==> config.mk <==
export PLATFORM = sky130hd
export DESIGN_NAME = imem_boot_loader
export DESIGN_NICKNAME = d
export VERILOG_FILES = /design/src/rtl/imem_boot_loader_pkg.sv /design/src/rtl/imem_boot_loader_word_assembler.sv /design/src/rtl/imem_boot_loader.sv
export SDC_FILE = /design/constraint.sdc
export NUM_CORES = 1
export LEC_CHECK = 0
export CAP_MARGIN = 20
export CORE_MARGIN = 5
export CORE_UTILIZATION = 55
export CTS_BUF_LIST = sky130_fd_sc_hd__clkbuf_4 sky130_fd_sc_hd__clkbuf_8 sky130_fd_sc_hd__clkbuf_16
export CTS_CLUSTER_DIAMETER = 200
export CTS_CLUSTER_SIZE = 16
export DETAILED_ROUTE_END_ITERATION = 6
export PLACE_DENSITY = 0.8
export SYNTH_ARGS = -nofsm -noshare
export SYNTH_HDL_FRONTEND = slang
export SYNTH_SLANG_ARGS = --single-unit
==> constraint.sdc <==
create_clock -name clk -period 4.5 [get_ports clk]
set_input_delay 1.35 -clock clk [delete_from_list [all_inputs] [get_ports clk]]
set_output_delay 1.35 -clock clk [all_outputs]
set_load 0.05 [all_outputs]
==> src/rtl/imem_boot_loader_pkg.sv <==
// Shared types and constants for the instruction-memory boot loader.
// Imported by the top FSM and the word assembler.
package imem_boot_loader_pkg;

  typedef enum logic [2:0] {
    S_LEN_LO = 3'd0,
    S_LEN_HI = 3'd1,
    S_DATA   = 3'd2,
    S_CSUM   = 3'd3,
    S_RUN    = 3'd4,
    S_ERR    = 3'd5
  } state_e;

  localparam int BYTES_PER_WORD = 4;

  // Largest legal word count for a given address width, as a 17-bit value.
  function automatic logic [16:0] capacity(input int aw);
    return 17'(1) << aw;
  endfunction

endpackage

==> src/rtl/imem_boot_loader_word_assembler.sv <==
// Packs an accepted byte stream into little-endian 32-bit words.
// word_valid is combinational on the accepting cycle of the 4th byte.
module imem_boot_loader_word_assembler
  import imem_boot_loader_pkg::*;
(
  input  logic        clk,
  input  logic        reset,
  input  logic        i_clear,
  input  logic        i_valid,
  input  logic [7:0]  i_byte,
  output logic [31:0] o_word,
  output logic        o_word_valid
);

  logic [1:0]  r_cnt;
  logic [23:0] r_shift;

  assign o_word       = {i_byte, r_shift};
  assign o_word_valid = i_valid &&
                        (r_cnt == 2'(BYTES_PER_WORD - 1));

  always_ff @(posedge clk or posedge reset) begin
    if (reset) begin
      r_cnt   <= '0;
      r_shift <= '0;
    end else if (i_clear) begin
      r_cnt   <= '0;
    end else if (i_valid) begin
      r_cnt   <= r_cnt + 2'd1;
      r_shift <= {i_byte, r_shift[23:8]};
    end
  end

endmodule

==> src/rtl/imem_boot_loader.sv <==
// Boot loader: receives a length-prefixed, XOR-checked image, writes it
// into instruction memory from address 0, then releases the CPU reset.
module imem_boot_loader
  import imem_boot_loader_pkg::*;
#(
  parameter int ADDR_WIDTH = 8
) (
  input  logic                  clk,
  input  logic                  reset,
  input  logic [7:0]            rx_data,
  input  logic                  rx_valid,
  output logic                  rx_ready,
  output logic                  imem_we,
  output logic [ADDR_WIDTH-1:0] imem_addr,
  output logic [31:0]           imem_wdata,
  output logic                  cpu_reset,
  output logic                  done,
  output logic                  error
);

  localparam logic [16:0] CAP = capacity(ADDR_WIDTH);

  state_e                r_state;
  logic [15:0]           r_len;
  logic [ADDR_WIDTH:0]   r_idx;
  logic [7:0]            r_xor;
  logic                  r_we;
  logic [ADDR_WIDTH-1:0] r_addr;
  logic [31:0]           r_wdata;
  logic                  r_cpu_reset;
  logic                  r_done;
  logic                  r_error;

  logic                  w_acc;
  logic [15:0]           w_len;
  logic [ADDR_WIDTH:0]   w_idx_nxt;
  logic                  w_last_word;
  logic [31:0]           w_word;
  logic                  w_word_valid;

  assign rx_ready = (r_state == S_LEN_LO) ||
                    (r_state == S_LEN_HI) ||
                    (r_state == S_DATA)   ||
                    (r_state == S_CSUM);

  assign w_acc       = rx_valid && rx_ready;
  assign w_len       = {rx_data, r_len[7:0]};
  assign w_idx_nxt   = r_idx + 1'b1;
  assign w_last_word = (17'(w_idx_nxt) == {1'b0, r_len});

  imem_boot_loader_word_assembler u_asm (
    .clk          (clk),
    .reset        (reset),
    .i_clear      (r_state != S_DATA),
    .i_valid      (w_acc && (r_state == S_DATA)),
    .i_byte       (rx_data),
    .o_word       (w_word),
    .o_word_valid (w_word_valid)
  );

  always_ff @(posedge clk or posedge reset) begin
    if (reset) begin
      r_state     <= S_LEN_LO;
      r_len       <= '0;
      r_idx       <= '0;
      r_xor       <= '0;
      r_we        <= 1'b0;
      r_addr      <= '0;
      r_wdata     <= '0;
      r_cpu_reset <= 1'b1;
      r_done      <= 1'b0;
      r_error     <= 1'b0;
    end else begin
      r_we <= 1'b0;
      if (w_acc) r_xor <= r_xor ^ rx_data;
      unique case (r_state)
        S_LEN_LO: begin
          if (w_acc) begin
            r_len[7:0] <= rx_data;
            r_state    <= S_LEN_HI;
          end
        end
        S_LEN_HI: begin
          if (w_acc) begin
            r_len[15:8] <= rx_data;
            if ({1'b0, w_len} > CAP) begin
              r_state <= S_ERR;
              r_error <= 1'b1;
            end else if (w_len == 16'd0) begin
              r_state <= S_CSUM;
            end else begin
              r_state <= S_DATA;
            end
          end
        end
        S_DATA: begin
          if (w_word_valid) begin
            r_we    <= 1'b1;
            r_addr  <= r_idx[ADDR_WIDTH-1:0];
            r_wdata <= w_word;
            r_idx   <= w_idx_nxt;
            if (w_last_word) r_state <= S_CSUM;
          end
        end
        S_CSUM: begin
          if (w_acc) begin
            if (r_xor == rx_data) begin
              r_state     <= S_RUN;
              r_cpu_reset <= 1'b0;
              r_done      <= 1'b1;
            end else begin
              r_state <= S_ERR;
              r_error <= 1'b1;
            end
          end
        end
        default: ;
      endcase
    end
  end

  assign imem_we    = r_we;
  assign imem_addr  = r_addr;
  assign imem_wdata = r_wdata;
  assign cpu_reset  = r_cpu_reset;
  assign done       = r_done;
  assign error      = r_error;

endmodule

# Yosys cells after proc, flatten, opt, wreduce, memory -nomap -nowiden

Index checks and enable logic that the tools add are counted.
Widths: inputs -> output; s select.

$add $sub $neg: 2
$lt $le $gt $ge: 1
Eq/ne operators: 14
Mux-type cells: 18
Bitwise gates (word level): 2
Reductions and logical operators: 18

Operator list:

| operator            | number |
|---|---|
| $mux 3              | 6 |
| $eq 9x16->1         | 1 |
| $gt 16x9->1 const B | 1 |
| $logic_not 16->1    | 1 |
| $pmux 3 s4          | 1 |
| $ne 2x2->1 const B  | 5 |
| $add 9x1->9 const B | 1 |
| $eq 8x8->1          | 1 |
| $mux 1              | 8 |
| $reduce_and 2->1    | 4 |
| $xor 8x8->8         | 1 |
| $eq 3x2->1 const B  | 2 |
| $reduce_and 6->1    | 1 |
| $reduce_and 5->1    | 1 |
| $mux 2              | 2 |
| $ne 2x1->1 const B  | 2 |
| $reduce_bool 2->1   | 2 |
| $reduce_bool 4->1   | 1 |
| $eq 3x1->1 const B  | 1 |
| $logic_and 1x1->1   | 3 |
| $logic_not 3->1     | 1 |
| $logic_or 1x1->1    | 3 |
| $ne 3x2->1 const B  | 1 |
| $reduce_and 3->1    | 1 |
| other kinds (4)     | 4 |

Bits in registers: 106
Output and inout bits: 45
Word-level logic and storage cells: 68

# Logic depth before layout (Yosys ltp)

Word-level depth: 9
Gate-level depth with buffers: 8
Depth with buffers taken out: 7

# Hierarchy

From an unflattened synthesis, not the netlist that was laid out.

Cell total of the unflattened synthesis: 338
Area total of the unflattened synthesis: 4678.2 µm²

Modules (own cells, without submodules):

| module                          | instances | cells each | area each (µm²) | sequential area each (µm²) |
|---|---|---|---|---|
| imem_boot_loader                | 1         | 269        | 3507.1          | 2003.2 |
| imem_boot_loader_word_assembler | 1         | 69         | 1171.1          | 650.6 |

# Worst setup path before layout

Ideal clock, no wire load.

Path kind: input -> register
Start point: input rx_data[1]
End point: register r_error, in the netlist error
Data arrival time: 2.359 ns
Slack: 2.021 ns
Stages on the path: 6
Buffers on the path: 0
Cell sequence: xor2_1 nor4_1 nand3_1 nor4_2 nor4bb_1 a31o_1

Cells in the longest elaborated chain, start to end: 3
Elaborated cells between the ends (all ways): 5
Classes of those cells: order compare: 1; eq/ne: 3; reduce/logical: 1

RTL lines:

| what                                                      | RTL line                                        | RTL |
|---|---|---|
| from (decl)                                               | imem_boot_loader.sv:10                          | `input logic [7:0] rx_data,` |
| $gt 16x9->1 or $eq 8x8->1 (tied branches)                 | imem_boot_loader.sv:86, imem_boot_loader.sv:107 |  |
| $ne 2x1->1 (no source line) or $ne 2x2->1 (tied branches) | n/a                                             |  |
| $reduce_and 5->1 (no source line) (*)                     | n/a                                             |  |
| to (signal assigned)                                      | imem_boot_loader.sv:72                          | `r_error <= 1'b0;` |
| to (signal assigned)                                      | imem_boot_loader.sv:88                          | `r_error <= 1'b1;` |
| to (signal assigned)                                      | imem_boot_loader.sv:113                         | `r_error <= 1'b1;` |
| to (decl)                                                 | imem_boot_loader.sv:32                          | `logic r_error;` |

Mark *: on every way between the ends. The rest lies on a longest branch, timed or not.
A chain may end at the register's enable or synchronous reset.

# Final worst setup path

Start point: input rx_valid
End point: register r_len[12]

Cells in the longest elaborated chain, start to end: 2

RTL lines:

| what                              | RTL line               | RTL |
|---|---|---|
| from (decl)                       | imem_boot_loader.sv:11 | `input logic rx_valid,` |
| $logic_and 1x1->1                 | imem_boot_loader.sv:46 | `assign w_acc = rx_valid && rx_ready;` |
| $reduce_and 2->1 (no source line) | n/a                    |  |
| to (signal assigned)              | imem_boot_loader.sv:85 | `r_len[15:8] <= rx_data;` |
| to (decl)                         | imem_boot_loader.sv:24 | `logic [15:0] r_len;` |

Every way passes these cells.

==> impl_metrics.env <==
export IMPL_finalNonFillerCells=579
export IMPL_synth_most_common_cell="nand2_1"
export IMPL_cp_max_fo=11
export IMPL_worstSetupPathDepth=5
export IMPL_ant_nets=0
export IMPL_seq_area_um2=2650
export IMPL_drt_wirelength_per_cell_um=15.5
export IMPL_viasPerCell=5.31
export IMPL_synth_compound_area_share_pct=2.37
export IMPL_ctsHoldBuffers=0
export IMPL_core_um2=8130
export IMPL_dieWidth_um=101
export IMPL_p_sw_uw=385
export IMPL_totalNegativeSetupSlack_ns=0
export IMPL_pwr_share_clk_pct=36.5
export IMPL_synth_top_family_by_area="simple AND/OR/NAND/NOR gates"
export IMPL_io_pins=56
export IMPL_worst_slew_pin_transition_ns=0.775
export IMPL_dieArea_um2=10200
export IMPL_synth_xor_area_share_pct=7.33
export IMPL_syn_area_um2=4540
export IMPL_final_hold_viol_count=0
export IMPL_clk_latency_ns=0.37
export IMPL_total_power_uw=1640
export IMPL_ff2ff_path_depth=4
export IMPL_critical_path_top_delay_family="simple AND/OR/NAND/NOR gates"
export IMPL_finalSetupViolCount=0
export IMPL_path_buf_inv=1
export IMPL_post_route_period_util_pct=72.5
export IMPL_maxCapViolations=0
export IMPL_post_route_util_pct=66.0
export IMPL_gr_usage_all_layers_pct=19.5
export IMPL_crit_start="rx_valid"
export IMPL_via_count=3073
export IMPL_dr_pass1_iters=4
export IMPL_cts_buffers=9
export IMPL_fmax_mhz=307
export IMPL_cp_data_required_time_ns=4.75
export IMPL_fill_cells=625
export IMPL_diodes=0
export IMPL_grt_pass1_vias=3211
export IMPL_port_buffers=55
export IMPL_ys_flop_type="dfrtp_1"
export IMPL_yosys_area_share_simple_pct=18.4
export IMPL_cts_setup_buffers=0
export IMPL_grt_pass1_wl_mm=15.5
export IMPL_ir_drop_mv=0.180
export IMPL_rows=33
export IMPL_ys_types=43
export IMPL_reg2reg_to="r_len[12]"
export IMPL_synth_warnings=0
export IMPL_remaining_drc_errors=0
export IMPL_cts_root_buf="clkbuf_8"
export IMPL_slew_headroom_pct=48.4
export IMPL_cpPeakStageDelay_ns=0.61
export IMPL_synthAdderAreaFrac_pct=0.551
export IMPL_nets=482
export IMPL_whs_ns=0.475
export IMPL_cts_tree="yes"
export IMPL_path_clk_slew_ns=0.09
export IMPL_clock_sinks=106
export IMPL_internal_power_uw=1260
export IMPL_crit_type="input pin to flop"
export IMPL_synth_edf_count=0
export IMPL_grt_max_degree=66
export IMPL_antenna_found_initial=0
export IMPL_cp_end_kind="flop"
export IMPL_synth_common_cells="nand2_1 (141), dfrtp_1 (105), mux2_2 (41), xnor2_1 (25)"
export IMPL_yosysSeqAreaShare_pct=58.4
export IMPL_cts_resized=0
export IMPL_synth_seq_cells=106
export IMPL_drv_slew=0
export IMPL_seqPwrFrac_pct=59.4
export IMPL_clockBufferDepth=2
export IMPL_async_reset_ff_share_pct=100
export IMPL_hp_class="flop to flop"
export IMPL_pwr_share_comb_pct=4.1
export IMPL_place_congestion=0.836
export IMPL_powerDensity_nw_per_um2=306
export IMPL_rsz0062_at_grt="false"
export IMPL_multiInputGateArea_um2=1770
export IMPL_avgSynthCellArea_um2=10.9
export IMPL_outcome="complete, no violations"
export IMPL_dpl_cell_count=563
export IMPL_cts_max_level=3
export IMPL_start_util_pct=55.8
export IMPL_crit_chain="clkdlybuf4s50_1 -> nor2b_1 -> nand2_1 -> nor2_2 -> mux2_2"
export IMPL_drive_above_1_share_pct=14.8
export IMPL_leakage_uw=0.00262
export IMPL_dp_hpwl_mm=6.05
export IMPL_areaGrowthSynthToFinish_pct=18.2
export IMPL_cp_start_kind="input pin"
export IMPL_drt_initial_drc_count=126
export IMPL_hold_start="u_asm.r_shift[4]"
export IMPL_min_period_ns=3.26
export IMPL_routed_wirelength_mm=8.98
export IMPL_die_h_um=101
export IMPL_arrival_ns=3.51
export IMPL_p_sw_share_pct=23.4
export IMPL_synth_area_top_cells="dfrtp_1 (58%), nand2_1 (12%), mux2_2 (10%)"
export IMPL_endpoint="r_len[12]"
export IMPL_syn_num_nets=431
export IMPL_r2r_start="r_state[2]"
export IMPL_synth_largest_area_cell="dfrtp_1"
export IMPL_synth_top_area_share_pct=57.9
export IMPL_rrSetupSlack_ns=2.40
export IMPL_crit_path_top_delay_cell="nor2b_1"
export IMPL_synth_mux_area_share_pct=10.4
export IMPL_grt_ovfl_total=0
export IMPL_fin_skew_ns=0.0125
export IMPL_netlist_instances=418
[cell usage in the layout (no fill, tap or decap), types with 2 or more instances in the layout]
cell type        count
ha_1                 2
nor4_1               6
nand2b_1             3
nand3_1              9
dfrtp_1            105
nand4_1              6
and3_1               3
nand2_1            141
clkdlybuf4s50_1     55
mux2_2              41
inv_1                2
a21oi_1              3
inv_6                3
xnor2_1             25
nor3_1               4
o22ai_1              2
nor2_1               6
buf_4                5
clkbuf_8             9
xor2_1              13
o21ai_0              3
[per-layer routing]
layer  wire length, µm  up-vias  GRT usage, %
met2              4390       63          31.5
li1                  -     1482             -
met5                 0        -             0
met1              4100     1518          26.6
met4               149        0          7.05
met3               340       10          3.25
[cell families (layout without fill, tap and decap cells)]
logic type | Yosys count | in the layout
fa+ha+maj | 2 | 2
mux | 42 | 42
compound gates | 16 | 16
buf+inv | 24 | 80
simple gates | 190 | 190
xor+xnor | 38 | 38
flops | 106 | 106
[worst reg2reg max path, cell delays in order (launching register included)]
cell and delay, ns:
dfrtp_1 0.44, nor2b_1 0.58, nand2_1 0.21, nor2_2 0.37, mux2_2 0.39
[worst min path at each step]
stage	to	slack, ns	cells past startpoint
after floorplan	imem_wdata[0]	0.43	2
after global placement	imem_wdata[3]	0.45	2
after detailed placement	imem_wdata[4]	0.46	2
after CTS	imem_wdata[4]	0.48	2
after global routing	imem_wdata[3]	0.51	2
final	imem_wdata[4]	0.47	2
[layout make-up]
class | instances | share of cell area, %
sequential | 106 | 49.4
multi-input combinational | 288 | 33.0
tap | 105 | 2.45
inverter | 4 | 0.326
clock buffer | 9 | 2.31
timing repair buffer | 60 | 11.0
clock inverter | 7 | 1.51
[sequential cells by signal (all words and copies together) (netlist names)]
| signal | flops |
|---|---|
| u_asm.r_shift | 24 |
| r_state | 3 |
| imem_we | 1 |
| r_idx | 9 |
| u_asm.r_cnt | 2 |
| cpu_reset | 1 |
| imem_addr | 8 |
| r_len | 16 |
| r_xor | 8 |
| error | 1 |
| imem_wdata | 32 |
| done | 1 |
[stage by stage]
step	cell area, µm²	worst slack (ns)
final	5370	1.24
after global routing	5370	1.13
after CTS	5370	1.26
after detailed placement	5160	0.873
after global placement	5160	0.968
after floorplan	4540	0.363
[power groups by stage]
stage | registers [µW] | clock network (µW) | logic (µW)
6_report | 976 | 599 | 67.6
3_5_place_dp | 994 | 0 | 68.9
3_3_place_gp | 993 | 0 | 66.5
5_1_grt | 978 | 651 | 76.5
2_1_floorplan | 990 | 0 | 41.8
4_1_cts | 976 | 611 | 69.4
No activity file was read; power rests on OpenSTA's default activity.
